### src/rtl/io_pkg.sv
// rtl/io_pkg.sv - shared constants for the KEY/SW memory-mapped responder
package io_pkg;

  localparam int KEYBITS = 4;
  localparam int SWBITS  = 10;

  localparam logic [31:0] ADDRKDATA = 32'hFFFFF080;
  localparam logic [31:0] ADDRKCTRL = 32'hFFFFF084;
  localparam logic [31:0] ADDRSDATA = 32'hFFFFF090;
  localparam logic [31:0] ADDRSCTRL = 32'hFFFFF094;

  localparam int CTRL_READY = 0;
  localparam int CTRL_OVR   = 2;
  localparam int CTRL_IE    = 8;

endpackage

### src/rtl/io_keysw_responder_if.sv
// rtl/io_keysw_responder_if.sv - MEM-stage load/store bus between the pipeline and the I/O responder
interface io_keysw_responder_if #(parameter int DBITS = 32) ();

  logic [DBITS-1:0] addr;
  logic             rd_en;
  logic             wr_en;
  logic [DBITS-1:0] wdata;
  logic             hit;
  logic [DBITS-1:0] rdata;
  logic             irq;

  modport master (output addr, rd_en, wr_en, wdata, input hit, rdata, irq);
  modport slave  (input addr, rd_en, wr_en, wdata, output hit, rdata, irq);

endinterface

### src/rtl/debouncer.sv
// rtl/debouncer.sv - two-flop synchronizer plus hold-time debounce with a one-cycle change pulse
module debouncer #(
  parameter int WIDTH  = 4,
  parameter int CYCLES = 4
) (
  input  logic             clk,
  input  logic             reset,
  input  logic [WIDTH-1:0] raw,
  output logic [WIDTH-1:0] stable,
  output logic             changed
);

  localparam int CW = $clog2(CYCLES);

  logic [WIDTH-1:0] sync1;
  logic [WIDTH-1:0] sync2;
  logic [CW-1:0]    count;
  logic             differ;

  assign differ  = (sync2 != stable);
  // Asserted on the very edge that stable takes the new value, so status logic updates in step.
  assign changed = differ && (count == CW'(CYCLES - 1));

  always_ff @(posedge clk) begin
    if (reset) begin
      sync1  <= '0;
      sync2  <= '0;
      stable <= '0;
      count  <= '0;
    end else begin
      sync1 <= raw;
      sync2 <= sync1;
      if (changed) begin
        stable <= sync2;
        count  <= '0;
      end else if (differ) begin
        count <= count + 1'b1;
      end else begin
        count <= '0;
      end
    end
  end

endmodule

### src/rtl/io_keysw_responder.sv
// rtl/io_keysw_responder.sv - KEY/SW data and control/status registers answering MEM-stage loads and stores
module io_keysw_responder
  import io_pkg::*;
#(
  parameter int DBITS           = 32,
  parameter int DEBOUNCE_CYCLES = 500000
) (
  input  logic                 clk,
  input  logic                 reset,
  input  logic [KEYBITS-1:0]   KEY,
  input  logic [SWBITS-1:0]    SW,
  io_keysw_responder_if.slave  bus
);

  logic [KEYBITS-1:0] kdata;
  logic [SWBITS-1:0]  sdata;
  logic               kchg;
  logic               schg;

  debouncer #(.WIDTH(KEYBITS), .CYCLES(DEBOUNCE_CYCLES)) u_key (
    .clk     (clk),
    .reset   (reset),
    .raw     (~KEY),
    .stable  (kdata),
    .changed (kchg)
  );

  debouncer #(.WIDTH(SWBITS), .CYCLES(DEBOUNCE_CYCLES)) u_sw (
    .clk     (clk),
    .reset   (reset),
    .raw     (SW),
    .stable  (sdata),
    .changed (schg)
  );

  logic hit_kd, hit_kc, hit_sd, hit_sc;
  logic k_rd_clr, k_ctrl_wr, s_rd_clr, s_ctrl_wr;

  assign hit_kd = (bus.addr == ADDRKDATA);
  assign hit_kc = (bus.addr == ADDRKCTRL);
  assign hit_sd = (bus.addr == ADDRSDATA);
  assign hit_sc = (bus.addr == ADDRSCTRL);
  assign bus.hit = hit_kd | hit_kc | hit_sd | hit_sc;

  assign k_rd_clr  = bus.rd_en & hit_kd;
  assign k_ctrl_wr = bus.wr_en & hit_kc;
  assign s_rd_clr  = bus.rd_en & hit_sd;
  assign s_ctrl_wr = bus.wr_en & hit_sc;

  logic kready, kovr, kie;
  logic sready, sovr, sie;

  // A debounced change outranks both the DATA-read clear of Ready and a CTRL write clearing Overrun.
  always_ff @(posedge clk) begin
    if (reset) begin
      kready <= 1'b0;
      kovr   <= 1'b0;
      kie    <= 1'b0;
      sready <= 1'b0;
      sovr   <= 1'b0;
      sie    <= 1'b0;
    end else begin
      if (kchg)          kready <= 1'b1;
      else if (k_rd_clr) kready <= 1'b0;
      if (kchg && kready && !k_rd_clr)               kovr <= 1'b1;
      else if (k_ctrl_wr && !bus.wdata[CTRL_OVR])    kovr <= 1'b0;
      if (k_ctrl_wr) kie <= bus.wdata[CTRL_IE];

      if (schg)          sready <= 1'b1;
      else if (s_rd_clr) sready <= 1'b0;
      if (schg && sready && !s_rd_clr)               sovr <= 1'b1;
      else if (s_ctrl_wr && !bus.wdata[CTRL_OVR])    sovr <= 1'b0;
      if (s_ctrl_wr) sie <= bus.wdata[CTRL_IE];
    end
  end

  function automatic logic [DBITS-1:0] ctrl_word(input logic rdy, input logic ovr, input logic ie);
    ctrl_word             = '0;
    ctrl_word[CTRL_READY] = rdy;
    ctrl_word[CTRL_OVR]   = ovr;
    ctrl_word[CTRL_IE]    = ie;
  endfunction

  logic [DBITS-1:0] rdata_c;

  always_comb begin
    rdata_c = '0;
    if (hit_kd)      rdata_c[KEYBITS-1:0] = kdata;
    else if (hit_kc) rdata_c = ctrl_word(kready, kovr, kie);
    else if (hit_sd) rdata_c[SWBITS-1:0] = sdata;
    else if (hit_sc) rdata_c = ctrl_word(sready, sovr, sie);
  end

  assign bus.rdata = rdata_c;
  assign bus.irq   = (kready & kie) | (sready & sie);

  logic unused_wdata;
  assign unused_wdata = ^{bus.wdata[DBITS-1:CTRL_IE+1], bus.wdata[CTRL_IE-1:CTRL_OVR+1],
                          bus.wdata[CTRL_OVR-1:0]};

endmodule

### src/flat_wrapper.sv
// flat-port wrapper written by rule: the top's interface ports become plain ports
module io_keysw_responder_flat import io_pkg::*;
#(
  parameter int DBITS           = 32,
  parameter int DEBOUNCE_CYCLES = 500000
)
  (clk, reset, KEY, SW, bus_addr, bus_rd_en, bus_wr_en, bus_wdata, bus_hit, bus_rdata, bus_irq);
  io_keysw_responder_if #(.DBITS(DBITS)) bus_i ();
  input  logic clk;
  input  logic reset;
  input  logic [KEYBITS-1:0] KEY;
  input  logic [SWBITS-1:0] SW;
  input wire logic [$bits(bus_i.addr)-1:0] bus_addr;
  input wire logic [$bits(bus_i.rd_en)-1:0] bus_rd_en;
  input wire logic [$bits(bus_i.wr_en)-1:0] bus_wr_en;
  input wire logic [$bits(bus_i.wdata)-1:0] bus_wdata;
  output wire logic [$bits(bus_i.hit)-1:0] bus_hit;
  output wire logic [$bits(bus_i.rdata)-1:0] bus_rdata;
  output wire logic [$bits(bus_i.irq)-1:0] bus_irq;
  assign bus_i.addr = bus_addr;
  assign bus_i.rd_en = bus_rd_en;
  assign bus_i.wr_en = bus_wr_en;
  assign bus_i.wdata = bus_wdata;
  assign bus_hit = bus_i.hit;
  assign bus_rdata = bus_i.rdata;
  assign bus_irq = bus_i.irq;
  io_keysw_responder #(.DBITS(DBITS), .DEBOUNCE_CYCLES(DEBOUNCE_CYCLES)) u_core (.clk(clk), .reset(reset), .KEY(KEY), .SW(SW), .bus(bus_i));
endmodule
### config.mk
export PLATFORM = sky130hd
export DESIGN_NAME = io_keysw_responder_flat
export DESIGN_NICKNAME = d
export VERILOG_FILES = /design/src/rtl/io_pkg.sv /design/src/rtl/io_keysw_responder_if.sv /design/src/rtl/debouncer.sv /design/src/rtl/io_keysw_responder.sv /design/src/flat_wrapper.sv
export SDC_FILE = /design/constraint.sdc
export NUM_CORES = 1
export LEC_CHECK = 0
export ABC_AREA = 1
export CORE_ASPECT_RATIO = 0.6
export CORE_MARGIN = 8
export CORE_UTILIZATION = 57
export CTS_BUF_LIST = sky130_fd_sc_hd__clkbuf_4 sky130_fd_sc_hd__clkbuf_8
export DETAILED_ROUTE_END_ITERATION = 7
export DONT_BUFFER_PORTS = 1
export GPL_ROUTABILITY_DRIVEN = 0
export PLACE_DENSITY = 0.72
export SYNTH_ARGS = -nofsm -noshare
export SYNTH_HDL_FRONTEND = slang
export SYNTH_SLANG_ARGS = --single-unit
### constraint.sdc
create_clock -name clk -period 2.5 [get_ports clk]
set_clock_uncertainty 0.2 [all_clocks]
set_input_delay 0.125 -clock clk [delete_from_list [all_inputs] [get_ports clk]]
set_output_delay 0.125 -clock clk [all_outputs]
set_load 0.005 [all_outputs]
======== After elaboration in Yosys (flattened, before gate mapping) ========
Index checks and enable logic that the tools add are counted.
storage, ports and cells
  register bits after elaboration ......... 86
  bits of input ports ..................... 82
  output and inout bits ................... 34
  logic and storage cells ................. 68
cells by class
  add/sub/neg operators ................... 2
  eq/ne operators ......................... 8
  muxes and demuxes ....................... 14
  bitwise logic cells ..................... 13
  reduce and logical (&&, ||, !) cells .... 17
operators with widths
  cell                                            count
  == test 32 bit (second input constant)          4
  adder 19 x 1 -> 19 bit (second input constant)  2
  == test 19 bit (second input constant)          2
  2-to-1 mux 32 bit                               1
  2-to-1 mux 28 bit                               1
  2-to-1 mux 22 bit                               1
  2-to-1 mux 10 bit                               1
  != test 10 bit                                  1
  2-to-1 mux 9 bit                                1
  logical AND 1 bit                               8
  2-to-1 mux 1 bit                                8
  nonzero test 2 bit                              4
  AND 1 bit                                       6
  OR reduction 3 bit                              2
  2-to-1 mux 4 bit                                1
  != test 4 bit                                   1
  inverter 4 bit                                  1
  OR 1 bit                                        4
  logical NOT 1 bit                               3
  inverter 1 bit                                  2

======== Longest topological paths before layout ========
Gate-level depths: netlist of the first run.
  depth after elaboration ................. 5
  gate-level depth with buffers ........... 11

======== Hierarchy ========
From an unflattened synthesis of the first run, not the netlist that was laid out.
second synthesis, totals
  cells, all modules ...................... 692
  area, all modules ....................... 4639.4 sq um
by module, submodules not included
  module                    times used  cells an instance  area each (sq um)  sequential area each (sq um)
  debouncer (u_core.u_sw)   1           305                2160.8             980.9
  debouncer (u_core.u_key)  1           202                1468.9             620.6
  io_keysw_responder        1           185                1009.7             120.1

======== Worst setup path before layout of the first run ========
No wires, ideal clock.
  path kind ............................... flip-flop to flip-flop
  start point ............................. register u_core.u_sw.count[0]
  end point ............................... register u_core.u_sw.count[17]
  arrival time ............................ 1462 ps
  setup slack ............................. 772 ps
  cell stages (with the launch flop) ...... 12
  path buffers ............................ 2
  period minus slack after synthesis ...... 1728 ps
  cell sequence ........................... dfxtp_1 ha_1 nand2_2 inv_2 nand2_2 nor2_1 nand3_1 nand2_1 or2_1 buf_6 buf_6 a21oi_2
on the way
  word-level cells in the longest chain between the ends .. 3
  elaborated cells on any way between the ends .. 4
  classes of those cells .................. add/sub: 1; eq/ne: 1; reduce/logical: 2
ends and longest elaborated chain
  element                                                         line             source
  from (decl)                                                     debouncer.sv:17  logic [CW-1:0] count;
  from (signal assigned)                                          debouncer.sv:37  count <= count + 1'b1;
  branches (longest 3 deep; another with adder 19 x 1 -> 19 bit)  --
Several ways; the timed one is not identified.
A chain may end at the register's enable or synchronous reset.

======== Final worst setup path of the first run ========
  start point ............................. register u_core.u_key.count[0]
  end point ............................... register u_core.kovr
on the way
  word-level cells in the longest chain between the ends .. 5
  elaborated cells on any way between the ends .. 6
  classes of those cells .................. eq/ne: 1; mux: 1; reduce/logical: 4
ends and longest elaborated chain
  element                                                 line                      source
  from (decl)                                             debouncer.sv:17
  from (signal assigned)                                  debouncer.sv:37
  == test 19 bit (*)                                      debouncer.sv:22           assign changed = differ && (count == CW'(CYCLES - 1));
  logical AND 1 bit (*)                                   debouncer.sv:22
  logical AND 1 bit (*) (2 in series)                     io_keysw_responder.sv:65  if (kchg && kready && !k_rd_clr) kovr <= 1'b1;
  2-to-1 mux 1 bit or nonzero test 2 bit (tied branches)  --
  to (signal assigned)                                    io_keysw_responder.sv:57  kovr <= 1'b0;
  to (signal assigned)                                    io_keysw_responder.sv:65
  to (signal assigned)                                    io_keysw_responder.sv:66  else if (k_ctrl_wr && !bus.wdata[CTRL_OVR]) kovr <= 1'b0;
  to (decl)                                               io_keysw_responder.sv:50  logic kready, kovr, kie;
Every way passes the cells marked *; elsewhere a longest branch is shown, timed or not.

==> impl_metrics.csv, run 1 <==
group,metric,value,unit
floorplanning,ios,116,
floorplanning,core-area,7270,um^2
layout,antennaDiodeCount,0,
logic_synthesis,yosysSeqAreaShare,40.1,%
clocking,cts_tree,"built",
timing,drv_slew,0,
clocking,htree_levels,3,
timing,fmax,0.429,GHz
clocking,cts_buffer_depth,2,
logic_synthesis,synth_top_family_by_area,"simple AND/OR/NAND/NOR gates",
floorplanning,rows,24,
clocking,cts-root-buf,"clkbuf_8",
timing,period_minus_slack,2330,ps
global_routing,grt_pass1_vias,3614,
logic_synthesis,synth_xor_area_share,4.28,%
logic_synthesis,synthesis.area,4290,um^2
placement,port_buffers,0,
timing,slew_headroom,47.3,%
logic_synthesis,syn_area_per_cell,6.77,um^2
global_routing,grt_max_degree,33,
logic_synthesis,ys_types,35,
floorplanning,start_util,59.1,%
logic_synthesis,synth_async_sr_flop_share,0,%
layout,final_layout_size_suffix_gt1_share,6.59,%
detailed_routing,wl_per_cell,12.6,um
critical_path,r2r_start,"u_core.u_key.count[0]$_SDFF_PP0_",
global_routing,grt_antenna_before_repair,0,
timing,finalHoldViolations,0,
pwr,power,2.51,mW
status,status,"finished, final reports clean",
logic_synthesis,synthCells,634,
pwr,powerDensity,525,nW/um^2
logic_synthesis,synth_fa_ha_area_share,0.583,%
flow_run,max_cap_viol_count,0,
critical_path,cp.required,2620,ps
timing,setup_violations,0,
timing,rsz0062_at_grt,"no",
logic_synthesis,synth_area_leaders,"dfxtp_1, nor2_1, nand2_1, inv_1, nor3_1",
pwr,vdd_drop_max,0.000282,V
critical_path,crit_arrival,2450,ps
pwr,p_leak,1.98,nW
detailed_routing,drt-initial-drc-count,306,
layout,syn2layout_area_growth,11.1,%
layout,final_nets,747,
critical_path,worstSetupEndpointType,"flip-flop",
detailed_routing,routed_wl,9.77,mm
logic_synthesis,synthMuxAreaShare,0,%
floorplanning,fp.dieH,83.2,um
timing,setup_tns,0,ps
global_routing,overflow,0,
placement,dpl.hpwl,7.04,mm
logic_synthesis,synth_compound_area_share,5.25,%
detailed_routing,avgViaCountPerCell,5.03,
clocking,cts.clk_slew.worst_paths,90,ps
global_routing,grtUsageTotal,18.5,%
critical_path,crit_start,"u_core.u_key.count[0]$_SDFF_PP0_",
hold_path,min_path_type,"in2reg",
timing,min_period_over_period,93.3,%
critical_path,path_max_fanout,6,
hold_path,hp-start,"bus_addr[2]",
logic_synthesis,ys_warn_count,0,
detailed_routing,postRouteAntennaNets,0,
clocking,clock_sinks,86,
logic_synthesis,synth_seq_cells,86,
detailed_routing,first_pass_iters,7,
floorplanning,die_x,128,um
global_routing,grt_pass1_wl,16.4,mm
layout,stdcell_count,772,
critical_path,cp-start-kind,"flip-flop",
clocking,numCtsBuffers,9,
logic_synthesis,synth_simple_gate_area_share,36.4,%
critical_path,critical_path_class,"reg2reg",
placement,dpl.cell_count,728,
timing,worst_slew_pin_slew,788,ps
detailed_routing,vias,3882,
detailed_routing,drc,0,
clocking,clkLatencyLatePin,370,ps
logic_synthesis,synth_ff_type,"dfxtp_1",
floorplanning,die-area,10700,um^2
logic_synthesis,synth-edff-count,0,
logic_synthesis,synth_top_area_share,40.1,%
logic_synthesis,yosys.area.top_type,"dfxtp_1",
==> cell type report <==
| type | instances | area (um^2) |
|---|---|---|
| clock buffers | 12 | 165 |
| clock inverters | 4 | 28.8 |
| fillers | 688 | 2500 |
| inverters | 90 | 338 |
| multi-input cells | 446 | 2090 |
| flip-flops and latches | 86 | 1720 |
| well taps | 104 | 130 |
| repair buffers | 30 | 300 |
==> stage by stage <==
step	utilization [%]	setup slack, ps	hold WS [ps]	instance area (um^2)
finish	65.6	168	40.8	4770
global route	65.6	10.3	115	4770
CTS	65.4	131	30.9	4750
detailed placement	59.0	470	-6.03	4290
global placement	59.0	526	-8.13	4290
floorplan	-	772	-8.31	4370
==> path summary, 6_finish.rpt <==
check             depth (start not counted)                               end  slack (ps)
setup / recovery                          8          u_core.kovr$_SDFFE_PP0P_         170
hold / removal                            5           u_core.kie$_SDFFE_PP0P_          40
setup reg to reg                          8          u_core.kovr$_SDFFE_PP0P_         170
hold reg to reg                           2  u_core.u_key.sync2[0]$_SDFF_PP0_         200
==> registers in the layout, summed over array words and instances, names as in the netlist <==
register,flops
u_core.kie,1
u_core.u_sw.count,19
u_core.sready,1
u_core.kovr,1
u_core.u_key.sync2,4
u_core.u_sw.stable,10
u_core.sovr,1
u_core.u_sw.sync1,10
u_core.kready,1
u_core.u_key.stable,4
u_core.u_sw.sync2,10
u_core.u_key.sync1,4
u_core.u_key.count,19
u_core.sie,1
==> layer usage <==
metal | GRT usage (%) | routed length (um) | vias to the layer above
li1 | - | - | 1986
met1 | 24.2 | 4700 | 1749
met2 | 28.0 | 4070 | 133
met3 | 6.38 | 831 | 14
met4 | 5.58 | 161 | 0
met5 | 0 | 0 | -
==> cell usage in the layout (no fill, tap or decap), types with 14 or more instances in the layout <==
| cell | instances |
|---|---|
| nand3_1 | 22 |
| a21oi_1 | 14 |
| nor2_1 | 139 |
| inv_1 | 87 |
| nand2_1 | 114 |
| nand4_1 | 17 |
| conb_1 | 22 |
| nor3_1 | 37 |
| dfxtp_1 | 86 |
| o21ai_0 | 20 |
| dlygate4sd3_1 | 25 |
==> cells in the mapped netlist (2+ instances only) <==
master    number
nand2_1      114
nor3b_1        6
nand4_1       17
nor2_1       139
buf_6          2
ha_1           2
nor3_1        37
inv_2          3
clkbuf_1       5
nand2_2        4
o21ai_0       20
or2_2          4
dfxtp_1       86
xnor2_1        9
xor2_1        12
nand3b_1       2
buf_4         24
inv_1         87
or2_0          2
buf_2          2
a21oi_1       14
nor2_2         8
nand3_2        2
nand3_1       22
==> cells by family (layout without fill, tap and decap cells) <==
logic type	count (synthesis)	in the layout
compound gates	41	41
xor+xnor	21	21
fa+ha+maj	2	2
buf+inv	123	136
flops	86	86
other cells	1	22
simple gates	360	360
==> timing repair <==
action,in CTS,in global routing
buffers inserted,0,2
endpoints found under the setup margin,0,2
gates resized for setup,0,1
hold buffers,26,0
endpoints found under the hold margin,36,0
==> worst max-delay path, cell delays in order, from the launching register on <==
cell and delay [ps]:
dfxtp_1 410, ha_1 250, nand2_1 90, nor2_1 170, nand3_2 180, nor2_4 180, nand3_1 90, a21oi_1 150
dlygate4sd3_1 560
==> where the power goes <==
| part | leakage, nW | switching, mW | internal (mW) |
|---|---|---|---|
| Clock | 0.0950 | 0.499 | 0.444 |
| Combinational | 1.18 | 0.0904 | 0.0593 |
| Sequential | 0.699 | 0.0166 | 1.40 |
Note: power is estimated with default switching activity, not from simulation.
==> run 2: changes to the inputs <==
--- a/config.mk
+++ b/config.mk
@@ -7,7 +7,7 @@
 export LEC_CHECK = 0
 export ABC_AREA = 1
 export CORE_ASPECT_RATIO = 0.6
-export CORE_MARGIN = 8
+export CORE_MARGIN = 2
 export CORE_UTILIZATION = 57
 export CTS_BUF_LIST = sky130_fd_sc_hd__clkbuf_4 sky130_fd_sc_hd__clkbuf_8
 export DETAILED_ROUTE_END_ITERATION = 7
==> impl_metrics.csv, run 2 (synthesized netlist as in run 1, its figures left out) <==
group,metric,value,unit
status,status,"finished, final reports clean",
pwr,powerDensity,600,nW/um^2
layout,post-route-util,66.0,%
hold_path,min_path_type,"in2reg",
detailed_routing,routed_wl,9.73,mm
global_routing,globalRouteMet3Util,6.09,%
floorplanning,core-area,7270,um^2
clocking,cts_tree,"built",
critical_path,crit_arrival,2200,ps
floorplanning,start_util,59.1,%
clocking,htree_levels,3,
global_routing,grt_pass1_vias,3550,
critical_path,cp.required,2590,ps
placement,port_buffers,0,
clocking,clkLatencyLatePin,360,ps
layout,final_cell_mix,"nor2_1, nand2_1, inv_1",
clocking,cts-root-buf,"clkbuf_8",
floorplanning,die_x,116,um
detailed_routing,vias,3914,
timing,slew_headroom,21.8,%
placement,dpl.hpwl,6.88,mm
detailed_routing,drt-initial-drc-count,361,
layout,final_layout_size_suffix_gt1_share,6.18,%
layout,mostFrequentLayoutCell,"nor2_1",
global_routing,grt_max_degree,31,
detailed_routing,drc,0,
timing,fmax,0.474,GHz
critical_path,worstSetupEndpointType,"flip-flop",
pwr,p_leak,1.99,nW
timing,drv_slew,0,
detailed_routing,avgViaCountPerCell,5.10,
global_routing,busiest_layer,"met2",
timing,finalHoldViolations,0,
critical_path,cp-start-kind,"flip-flop",
timing,setup_tns,0,ps
detailed_routing,postRouteAntennaNets,0,
timing,period_minus_slack,2110,ps
timing,worst_slew_pin_slew,1170,ps
layout,design_area,4800,um^2
critical_path,path_max_fanout,12,
global_routing,globalRouteMet2Util,38.5,%
floorplanning,ios,116,
clocking,cts_buffer_depth,2,
placement,dpl_cell_area,4290,um^2
detailed_routing,first_pass_iters,7,
clocking,cts.repair.resized,0,
layout,stdcell_count,767,
placement,dpl.cell_count,728,
timing,rsz0062_at_grt,"no",
clocking,clock_sinks,86,
global_routing,grtUsageTotal,24.5,%
clocking,numCtsBuffers,9,
clocking,cts.clk_slew.worst_paths,90,ps
detailed_routing,wl_per_cell,12.7,um
critical_path,reg2reg_slack,390,ps
layout,antennaDiodeCount,0,
layout,syn2layout_area_growth,11.7,%
floorplanning,die-area,8260,um^2
timing,min_period_over_period,84.5,%
pwr,power,2.88,mW
global_routing,grt_antenna_before_repair,0,
global_routing,overflow,0,
floorplanning,fp.dieH,71.2,um
layout,final_nets,742,
global_routing,grt_pass1_wl,16.0,mm
hold_path,hold_depth,6,
timing,setup_violations,0,
flow_run,max_cap_viol_count,0,
global_routing,met1_usage,33.1,%
critical_path,critical_path_class,"reg2reg",
pwr,vdd_drop_max,0.000495,V
critical_path,reg2reg_depth,9,
layout,top_regs,"u_core.u_key.count x19, u_core.u_sw.count x19",
floorplanning,rows,24,
run 2: area by class of cell:
type                            instances  area (um^2)
Sequential cell                        86         1720
Tap cell                              104          130
Fill cell                             645         2470
Clock buffer                           11          151
Clock inverter                          5          129
Multi-Input combinational cell        446         2080
Inverter                               90          338
Timing Repair Buffer                   25          245
run 2: stage by stage:
| step | worst slack [ps] | hold slack, ps |
|---|---|---|
| CTS | 410 | 4.98 |
| detailed placement | 429 | -6.06 |
| floorplan | 772 | -8.31 |
| global placement | 522 | -8.02 |
| global route | 202 | 78.0 |
| finish | 388 | 19.1 |
run 2: metal layers:
metal	vias to the layer above	part of all wire [%]	wire, um
met4	0	1.5	142
met1	1754	48	4620
met2	161	43	4160
met3	13	8.3	808
met5	-	0	0
li1	1986	-	-
run 2: power breakdown:
group	internal, mW	switching, mW	leakage [nW]
clock network	0.821	0.499	0.140
logic	0.0575	0.0890	1.15
registers	1.40	0.0163	0.699
total	2.27	0.605	1.99
run 2: worst paths after layout:
check / from / to
max: u_core.u_sw.count[0]$_SDFF_PP0_ / u_core.sovr$_SDFFE_PP0P_
min: bus_addr[4] / u_core.kovr$_SDFFE_PP0P_
max reg2reg: u_core.u_sw.count[0]$_SDFF_PP0_ / u_core.sovr$_SDFFE_PP0P_
min reg2reg: u_core.u_key.sync1[2]$_SDFF_PP0_ / u_core.u_key.sync2[2]$_SDFF_PP0_
run 2: timing repair:
action,CTS,global route
setup buffers,0,0
hold buffers,23,0
hold endpoints to repair,34,0
run 2: critical path, stage by stage, from the launching register on:
cell and delay, ps:
dfxtp_1 390, ha_1 290, nand2_2 90, inv_2 70, nand2_2 60, nor2_1 120
nand3_1 120, nor2_2 430, nand2_1 110, a21oi_1 160
